--- src/rtl/pixel_pkg.sv ---
// Shared pixel types and default frame constants for the
// UART pixel assembler slice.
package pixel_pkg;

  typedef struct packed {
    logic [7:0] r;
    logic [7:0] g;
    logic [7:0] b;
  } rgb_t;

  typedef enum logic [1:0] {
    PH_R,
    PH_G,
    PH_B
  } byte_phase_t;

  localparam int DEF_WIDTH   = 8;
  localparam int DEF_HEIGHT  = 8;
  localparam int DEF_TIMEOUT = 17360;

endpackage

--- src/rtl/byte_timeout.sv ---
// Idle counter: counts while run, clears on clear, expire is
// high on the LIMIT-th consecutive run cycle (pclk, rst_n, run, clear -> expire).
module byte_timeout
  import pixel_pkg::*;
#(
  parameter int LIMIT = DEF_TIMEOUT
) (
  input  logic pclk,
  input  logic rst_n,
  input  logic run,
  input  logic clear,
  output logic expire
);

  localparam int CW = $clog2(LIMIT + 1);

  logic [CW-1:0] cnt;

  assign expire = run && (cnt == CW'(LIMIT - 1));

  always_ff @(posedge pclk or negedge rst_n) begin
    if (!rst_n) begin
      cnt <= '0;
    end else if (clear || expire) begin
      cnt <= '0;
    end else if (run) begin
      cnt <= cnt + 1'b1;
    end
  end

endmodule

--- src/rtl/uart_pixel_assembler.sv ---
// Packs R,G,B bytes into 24-bit pixels with sof/eol/eof flags.
// Ports: byte in (in_*), pixel out (pix_*), frame_done, resync; macro PIXEL_TIMEOUT_EN.
module uart_pixel_assembler
  import pixel_pkg::*;
#(
  parameter int WIDTH          = DEF_WIDTH,
  parameter int HEIGHT         = DEF_HEIGHT,
  parameter int TIMEOUT_CYCLES = DEF_TIMEOUT
) (
  input  logic        pclk,
  input  logic        rst_n,
  input  logic [7:0]  in_data,
  input  logic        in_valid,
  output logic        in_ready,
  output logic [23:0] pix_data,
  output logic        pix_valid,
  input  logic        pix_ready,
  output logic        pix_sof,
  output logic        pix_eol,
  output logic        pix_eof,
  output logic        frame_done,
  output logic        resync
);

  localparam int XW = (WIDTH  > 1) ? $clog2(WIDTH)  : 1;
  localparam int YW = (HEIGHT > 1) ? $clog2(HEIGHT) : 1;

  byte_phase_t   phase;
  logic [15:0]   hold;
  logic [XW-1:0] x, nx;
  logic [YW-1:0] y, ny;
  logic          acc, out_hs;
  logic          last_x, last_y;
  logic          expire;
  rgb_t          px;

  assign in_ready = (phase != PH_B) || !pix_valid || pix_ready;
  assign acc      = in_valid && in_ready;
  assign out_hs   = pix_valid && pix_ready;
  assign last_x   = (x == XW'(WIDTH - 1));
  assign last_y   = (y == YW'(HEIGHT - 1));
  assign px       = rgb_t'({hold, in_data});

  // Position of the next pixel to load: advanced past a
  // pixel leaving in this same cycle.
  always_comb begin
    nx = x;
    ny = y;
    if (out_hs) begin
      if (last_x) begin
        nx = '0;
        ny = last_y ? '0 : y + 1'b1;
      end else begin
        nx = x + 1'b1;
      end
    end
  end

`ifdef PIXEL_TIMEOUT_EN
  byte_timeout #(
    .LIMIT (TIMEOUT_CYCLES)
  ) u_timeout (
    .pclk   (pclk),
    .rst_n  (rst_n),
    .run    ((phase != PH_R) && !acc),
    .clear  ((phase == PH_R) || acc),
    .expire (expire)
  );

  always_ff @(posedge pclk or negedge rst_n) begin
    if (!rst_n) resync <= 1'b0;
    else        resync <= expire;
  end
`else
  assign expire = 1'b0;
  assign resync = 1'b0;
`endif

  always_ff @(posedge pclk or negedge rst_n) begin
    if (!rst_n) begin
      phase      <= PH_R;
      hold       <= '0;
      x          <= '0;
      y          <= '0;
      pix_data   <= '0;
      pix_valid  <= 1'b0;
      pix_sof    <= 1'b0;
      pix_eol    <= 1'b0;
      pix_eof    <= 1'b0;
      frame_done <= 1'b0;
    end else begin
      frame_done <= out_hs && pix_eof;
      x          <= nx;
      y          <= ny;
      if (out_hs) pix_valid <= 1'b0;
      if (expire) begin
        phase <= PH_R;
        hold  <= '0;
      end else if (acc) begin
        unique case (phase)
          PH_R: begin
            hold[15:8] <= in_data;
            phase      <= PH_G;
          end
          PH_G: begin
            hold[7:0] <= in_data;
            phase     <= PH_B;
          end
          PH_B: begin
            phase     <= PH_R;
            pix_data  <= px;
            pix_valid <= 1'b1;
            pix_sof   <= (nx == '0) && (ny == '0);
            pix_eol   <= (nx == XW'(WIDTH - 1));
            pix_eof   <= (nx == XW'(WIDTH - 1)) &&
                         (ny == YW'(HEIGHT - 1));
          end
          default: phase <= PH_R;
        endcase
      end
    end
  end

endmodule

--- config.mk ---
export PLATFORM = sky130hd
export DESIGN_NAME = uart_pixel_assembler
export DESIGN_NICKNAME = d
export VERILOG_FILES = /design/src/rtl/pixel_pkg.sv /design/src/rtl/byte_timeout.sv /design/src/rtl/uart_pixel_assembler.sv
export SDC_FILE = /design/constraint.sdc
export NUM_CORES = 1
export LEC_CHECK = 0
export ABC_AREA = 1
export BUFFER_PORTS_ARGS = -buffer_cell sky130_fd_sc_hd__clkbuf_2
export CAP_MARGIN = 20
export CELL_PAD_IN_SITES_DETAIL_PLACEMENT = 1
export CELL_PAD_IN_SITES_GLOBAL_PLACEMENT = 1
export CORE_UTILIZATION = 40
export DETAILED_ROUTE_END_ITERATION = 10
export PLACE_DENSITY_LB_ADDON = 0.12
export RECOVER_POWER = 25
export SYNTH_ARGS = -nofsm -noshare
export SYNTH_HDL_FRONTEND = slang
export SYNTH_SLANG_ARGS = --single-unit
--- constraint.sdc ---
create_clock -name pclk -period 1.5 [get_ports pclk]
set_input_delay 0.15 -clock pclk [delete_from_list [all_inputs] [get_ports pclk]]
set_output_delay 0.15 -clock pclk [all_outputs]
set_load 0.01 [all_outputs]
==> flow_metrics.env, run 1 <==
export IMPL_status="complete, no violations"
export IMPL_crit_arrival_ps=1660
export IMPL_nNetsFinal=298
export IMPL_r2r_start="x[0]"
export IMPL_rrSetupSlack_ps=100
export IMPL_wirelength_um=4560
export IMPL_worstSetupPathType="reg2reg"
export IMPL_setup_tns_ps=0
export IMPL_fillers=640
export IMPL_htree_levels=2
export IMPL_clk_path_buf_depth=2
export IMPL_cp_cell_sequence="ha_2 -> ha_4 -> nor2_2 -> nand2_1 -> nand2_2 -> nand3_2 -> nor2_2 -> nand2_1 -> nand2_1"
export IMPL_insertion_delay_ps=310
export IMPL_routed_via_density=4.686
export IMPL_die_y_um=75.03
export IMPL_dpl_hpwl_um=3089
export IMPL_grt_max_degree=54
export IMPL_p_int_w=0.003092
export IMPL_critPathLaunch="x[0]"
export IMPL_cts_clk_slew_worst_paths_ps=100
export IMPL_via_count=1654
export IMPL_crit_top_cell="nand2_1"
export IMPL_slew_headroom=0.5165
export IMPL_avgRoutedWirePerCell_um=12.92
export IMPL_crit_required_ps=1760
export IMPL_start_util=0.4177
export IMPL_cpLargestDelayFamily="simple AND/OR/NAND/NOR gates"
export IMPL_synth_top_area_cell="dfrtp_1"
export IMPL_final_cell_mix="nand2_1, dfrtp_1, clkbuf_2"
export IMPL_period_share=0.9322
export IMPL_drive_gt1_frac=0.2615
export IMPL_synth_area_um2=2133
export IMPL_place_congestion=0.6753
export IMPL_numCtsBuffers=5
export IMPL_p_clk_frac=0.206
export IMPL_synth_nets=249
export IMPL_ctsRootBufferMaster="clkbuf_8"
export IMPL_port_buffers=41
export IMPL_crit_path_end="pix_eof"
export IMPL_cts_tree="built"
export IMPL_ios=43
export IMPL_dr_pass1_iters=4
export IMPL_finalPower_w=0.004791
export IMPL_reg2regPathDepth=9
export IMPL_fp_row_count=26
export IMPL_powerDensity_nw_per_um2=1852
export IMPL_crit_cells=9
export IMPL_maxCapViolCount=0
export IMPL_gr_total_overflow=0
export IMPL_ys_seq_area_frac=0.6217
export IMPL_drt_initial_drc_count=76
export IMPL_post_route_min_period_ps=1398
export IMPL_crit_buf_inv=0
export IMPL_slew_viol_final=0
export IMPL_core_area_um2=5107
export IMPL_crit_slowest_cell="dfrtp_1"
export IMPL_cts_sinks=53
export IMPL_synth_top_area_share=0.6217
export IMPL_worstPathMaxFanout=4
export IMPL_p_leak_nw=1.410
export IMPL_fin_skew_ps=10.33
export IMPL_max_slew_worst_pin_slew_ps=725.3
export IMPL_synth_distinct_cells=19
export IMPL_syn_inst=233
export IMPL_antenna_cells=0
export IMPL_die_area_um2=5630
export IMPL_track_usage=0.1857
export IMPL_power_frac_comb=0.310
export IMPL_fmaxAchievable_ghz=0.7151
export IMPL_yosys_register_bits=53
export IMPL_swShare=0.3546
export IMPL_syn_avg_cell_area_um2=9.156
export IMPL_finish_utilization=0.5064
export IMPL_grt_pass1_wl_um=7638
export IMPL_layout_commonest_cell="nand2_1"
export IMPL_seq_power_share=0.484
export IMPL_remaining_drc_errors=0
export IMPL_crit_path_start_kind="register"
export IMPL_yosys_warnings=0
export IMPL_peakVddDrop_v=0.0007187
export IMPL_hold_violations=0
export IMPL_crit_path_max_incr_delay_ps=410
export IMPL_drtAntennaViolNets=0
export IMPL_grt_pass1_vias=1550
export IMPL_antenna_found_initial=0
export IMPL_setup_viol=0
export IMPL_switching_power_w=0.001699
export IMPL_hold_class="in2reg"
export IMPL_end_kind="register"
export IMPL_hold_ws_ps=74.63
export IMPL_area_growth_pct=21.23
export IMPL_die_w_um=75.03
export IMPL_timing_rr_end="pix_eof"
export IMPL_ys_top_cells_by_area="dfrtp_1, nand2_1, o21ai_0, inv_1, ha_1"
==> synthesized netlist by cell type <==
cell / number
buf_4: 2
conb_1: 1
nand3_1: 7
inv_1: 16
nand4_1: 1
ha_1: 4
buf_2: 2
nor2_1: 9
clkinv_1: 1
inv_2: 2
a21boi_0: 1
o21ai_0: 28
nand2_1: 95
clkbuf_1: 2
nor2_2: 1
nand2_2: 5
buf_6: 2
dfrtp_1: 53
nand3_2: 1
==> power by group through the flow <==
stage / Clock, W / Sequential, W / Combinational [W]
after floorplan: 0 / 0.00242 / 0.000741
after CTS: 0.00102 / 0.00232 / 0.00144
after global placement: 0 / 0.00233 / 0.00137
final: 0.000986 / 0.00232 / 0.00148
after global routing: 0.00107 / 0.00239 / 0.00174
after detailed placement: 0 / 0.00234 / 0.00142
==> metrics by stage <==
step | worst slack, ps | cell area, um2 | instances
2_1_floorplan | 193.0 | 2133 | 233
3_3_place_gp | 66.37 | 2421 | 341
3_5_place_dp | 16.60 | 2421 | 341
4_1_cts | 1.164 | 2544 | 350
5_1_grt | -11.39 | 2586 | 353
6_report | 101.6 | 2586 | 353
==> layout make-up <==
| class | count | area [um2] | area share |
|---|---|---|---|
| Multi-Input combinational cell | 153 | 713.2 | 0.2758 |
| Clock inverter | 3 | 43.79 | 0.01693 |
| Clock buffer | 5 | 68.82 | 0.02661 |
| Inverter | 19 | 71.32 | 0.02758 |
| Timing Repair Buffer | 50 | 275.3 | 0.1064 |
| Sequential cell | 53 | 1326 | 0.5128 |
| Tap cell | 70 | 87.58 | 0.03387 |
==> worst register-to-register path, stage by stage, from the launching register on <==
cell and delay (ps):
dfrtp_1 410, ha_2 200, ha_4 170, nor2_2 80, nand2_1 70, nand2_2 100, nand3_2 90, nor2_2 130
nand2_1 60, nand2_1 50
==> what timing repair did <==
item	4_1_cts	5_1_grt
endpoints found under the hold margin	53	0
buffers inserted	0	3
resized for setup	0	9
hold buffers	1	0
endpoints found under the setup margin	0	3
==> metal layers <==
metal  track usage  vias to the layer above  wire length (um)
li1              -                      817                 -
met3       0.05355                        7               188
met2        0.2673                       33              2022
met1        0.2685                      797              2290
met5             0                        -                 0
met4       0.06499                        0                58
==> logic make-up after synthesis <==
group | Yosys count | share of synthesized area
AOI/OAI and AO/OA | 29 | 0.06921
adders and majority gates | 4 | 0.02346
buffers and inverters | 27 | 0.05924
DFF | 53 | 0.6217
other | 1 | 0.001758
and+or+nand+nor | 119 | 0.2246
==> flip-flops by register name, indices dropped and copies added, names as in the netlist <==
register and flops:
hold 16, y 3, frame_done 1, pix_eof 1, pix_data 24, pix_valid 1, pix_sof 1, x 3
phase 2, pix_eol 1
==> how the worst min path moves through the flow <==
stage,slack (ps),end,start,cells past startpoint
2_1_floorplan,-150,frame_done,rst_n,0
3_3_place_gp,180,y[0],rst_n,2
3_5_place_dp,170,frame_done,rst_n,2
4_1_cts,60,phase[0],in_valid,2
5_1_grt,90,phase[0],in_valid,2
6_report,70,phase[0],in_valid,2
Note: power is estimated with default switching activity, not from simulation.
==> run 2, diff against run 1 <==
MAX_ROUTING_LAYER = met4   (was unset)
SYNTH_HIERARCHICAL = 1   (was unset)
==> run 2 against run 1 <==
Critical path depth did not move. Global-route usage rose by 0.60 points. Sequential cell count did not move. Sequential power barely moved. Largest power group unchanged. Sequential share of layout area did not move. Register-to-register slack barely moved. Design area did not move.
==> flow_metrics.env, run 2 <==
export IMPL_cts_sinks=53
export IMPL_crit_required_ps=1760
export IMPL_start_util=0.4177
export IMPL_slew_headroom=0.5129
export IMPL_largest_reg_flops=24
export IMPL_slew_viol_final=0
export IMPL_largestRegisters="pix_data: 24 flops, hold: 16 flops"
export IMPL_synth_xor_area_frac=0
export IMPL_die_w_um=75.03
export IMPL_period_share=0.9322
export IMPL_port_buffers=41
export IMPL_grt_use_met2=0.2683
export IMPL_yosys_top_cells_count="nand2_1, dfrtp_1, o21ai_0"
export IMPL_wirelength_um=4572
export IMPL_avgRoutedWirePerCell_um=12.95
export IMPL_remaining_drc_errors=0
export IMPL_crit_arrival_ps=1660
export IMPL_hold_violations=0
export IMPL_synth_distinct_cells=19
export IMPL_cts_clk_slew_worst_paths_ps=100
export IMPL_syn_inst=233
export IMPL_grt_use_met3=0.04819
export IMPL_worstPathMaxFanout=4
export IMPL_htree_levels=2
export IMPL_drive_gt1_frac=0.2615
export IMPL_rrSetupSlack_ps=100
export IMPL_critPathLaunch="x[0]"
export IMPL_yosys_mux_area_fraction=0
export IMPL_nNetsFinal=298
export IMPL_worstSetupPathType="reg2reg"
export IMPL_post_route_min_period_ps=1398
export IMPL_r2r_start="x[0]"
export IMPL_synth_fa_ha_area_frac=0.02346
export IMPL_clk_path_buf_depth=2
export IMPL_fin_skew_ps=10.35
export IMPL_synth_nets=249
export IMPL_core_area_um2=5107
export IMPL_ys_seq_area_frac=0.6217
export IMPL_hold_class="in2reg"
export IMPL_grt_most_used_layer="met1"
export IMPL_ios=43
export IMPL_antenna_cells=0
export IMPL_end_kind="register"
export IMPL_place_congestion=0.6820
export IMPL_synth_ff_type="dfrtp_1"
export IMPL_crit_path_end="pix_eof"
export IMPL_yosysMostFrequentCell="nand2_1"
export IMPL_switching_power_w=0.001697
export IMPL_synth_edf_count=0
export IMPL_track_usage=0.1917
export IMPL_swShare=0.3543
export IMPL_p_leak_nw=1.410
export IMPL_met1_usage=0.2711
export IMPL_seq_power_share=0.485
export IMPL_syn_avg_cell_area_um2=9.156
export IMPL_maxCapViolCount=0
export IMPL_via_count=1653
export IMPL_reg2regPathDepth=9
export IMPL_fmaxAchievable_ghz=0.7152
export IMPL_ys_top_cells_by_area="dfrtp_1, nand2_1, o21ai_0, inv_1, ha_1"
export IMPL_grt_max_degree=54
export IMPL_fp_row_count=26
export IMPL_yosys_register_bits=53
export IMPL_area_growth_pct=21.23
export IMPL_synth_top_area_share=0.6217
export IMPL_peakVddDrop_v=0.0007187
export IMPL_synth_top_area_cell="dfrtp_1"
export IMPL_power_frac_comb=0.310
export IMPL_powerDensity_nw_per_um2=1852
export IMPL_numCtsBuffers=5
export IMPL_finish_utilization=0.5064
export IMPL_async_reset_ff_frac=1.000
export IMPL_top_register="pix_data"
export IMPL_dpl_hpwl_um=3089
export IMPL_p_clk_frac=0.205
export IMPL_synth_compound_area_frac=0.06921
export IMPL_setup_viol=0
export IMPL_drtAntennaViolNets=0
export IMPL_routed_via_density=4.683
export IMPL_p_int_w=0.003092
export IMPL_drt_initial_drc_count=91
export IMPL_final_cell_mix="nand2_1, dfrtp_1, clkbuf_2"
export IMPL_grt_pass1_vias=1549
export IMPL_max_slew_worst_pin_slew_ps=730.6
export IMPL_synthSimpleGateAreaFrac=0.2246
export IMPL_synth_area_um2=2133
export IMPL_yosys_warnings=6
export IMPL_die_area_um2=5630
export IMPL_crit_path_start_kind="register"
export IMPL_insertion_delay_ps=310
export IMPL_layout_commonest_cell="nand2_1"
export IMPL_setup_tns_ps=0
export IMPL_grt_pass1_wl_um=7631
export IMPL_synth_top_family_by_area="simple AND/OR/NAND/NOR gates"
export IMPL_gr_total_overflow=0
export IMPL_antenna_found_initial=0
export IMPL_dr_pass1_iters=4
export IMPL_die_y_um=75.03
export IMPL_timing_rr_end="pix_eof"
export IMPL_status="complete, no violations"
export IMPL_cts_tree="built"
export IMPL_ctsRootBufferMaster="clkbuf_8"
run 2: cell counts in the layout (fill, tap and decap cells not counted):
Identical to the previous run, type by type.
run 2: repair_timing:
item,4_1_cts,5_1_grt
hold buffers,1,0
setup buffers,0,3
gates resized for setup,0,9
setup endpoints to repair,0,3
hold endpoints to repair,53,0
run 2: cells by family (layout without fill, tap and decap cells):
kind of cell	count (synthesis)	after routing
and+or+nand+nor	119	119
DFF	53	53
AOI/OAI and AO/OA	29	29
buffers and inverters	27	77
adders and majority gates	4	4
other	1	1
run 2: layout make-up:
cell class                 count  area (um2)
timing repair buffer          50       275.3
inverter                      19       71.32
sequential                    53        1326
clock buffer                   5       68.82
clock inverter                 3       43.79
fill                         640        2521
multi-input combinational    153       713.2
tap                           70       87.58
run 2: worst min-delay path by stage:
stage,slack [ps],start,cells past startpoint,end
final,70,in_valid,2,phase[0]
after global routing,90,in_valid,2,phase[0]
after CTS,60,in_valid,2,phase[0]
after detailed placement,170,rst_n,2,frame_done
after global placement,180,rst_n,2,y[0]
after floorplan,-150,rst_n,0,frame_done
run 2: through the flow:
stage | power [W] | instances | hold slack, ps | setup WS (ps) | area, um2
after floorplan | 0.003163 | 233 | -145.6 | 193.0 | 2133
after global placement | 0.003697 | 341 | 177.1 | 66.37 | 2421
after detailed placement | 0.003766 | 341 | 172.9 | 16.60 | 2421
after CTS | 0.004780 | 350 | 62.50 | 1.164 | 2544
after global routing | 0.005201 | 353 | 90.83 | -11.39 | 2586
final | 0.004789 | 353 | 74.81 | 101.7 | 2586
run 2: worst max-delay path: stages, from the launching register on:
cell and delay (ps):
dfrtp_1 410, ha_2 200, ha_4 170, nor2_2 80
nand2_1 70, nand2_2 100, nand3_2 90, nor2_2 130
nand2_1 60, nand2_1 50
run 2: power groups by stage:
stage	clock network [W]	logic, W	registers (W)
2_1_floorplan	0	0.000741	0.00242
3_3_place_gp	0	0.00137	0.00233
3_5_place_dp	0	0.00142	0.00234
4_1_cts	0.00102	0.00144	0.00232
5_1_grt	0.00107	0.00173	0.00239
6_report	0.000983	0.00148	0.00232
run 2: metal layers:
layer	routed length (um)	vias to the layer above
met5	0	-
met3	174	7
li1	-	817
met2	2033	35
met4	58	0
met1	2305	794
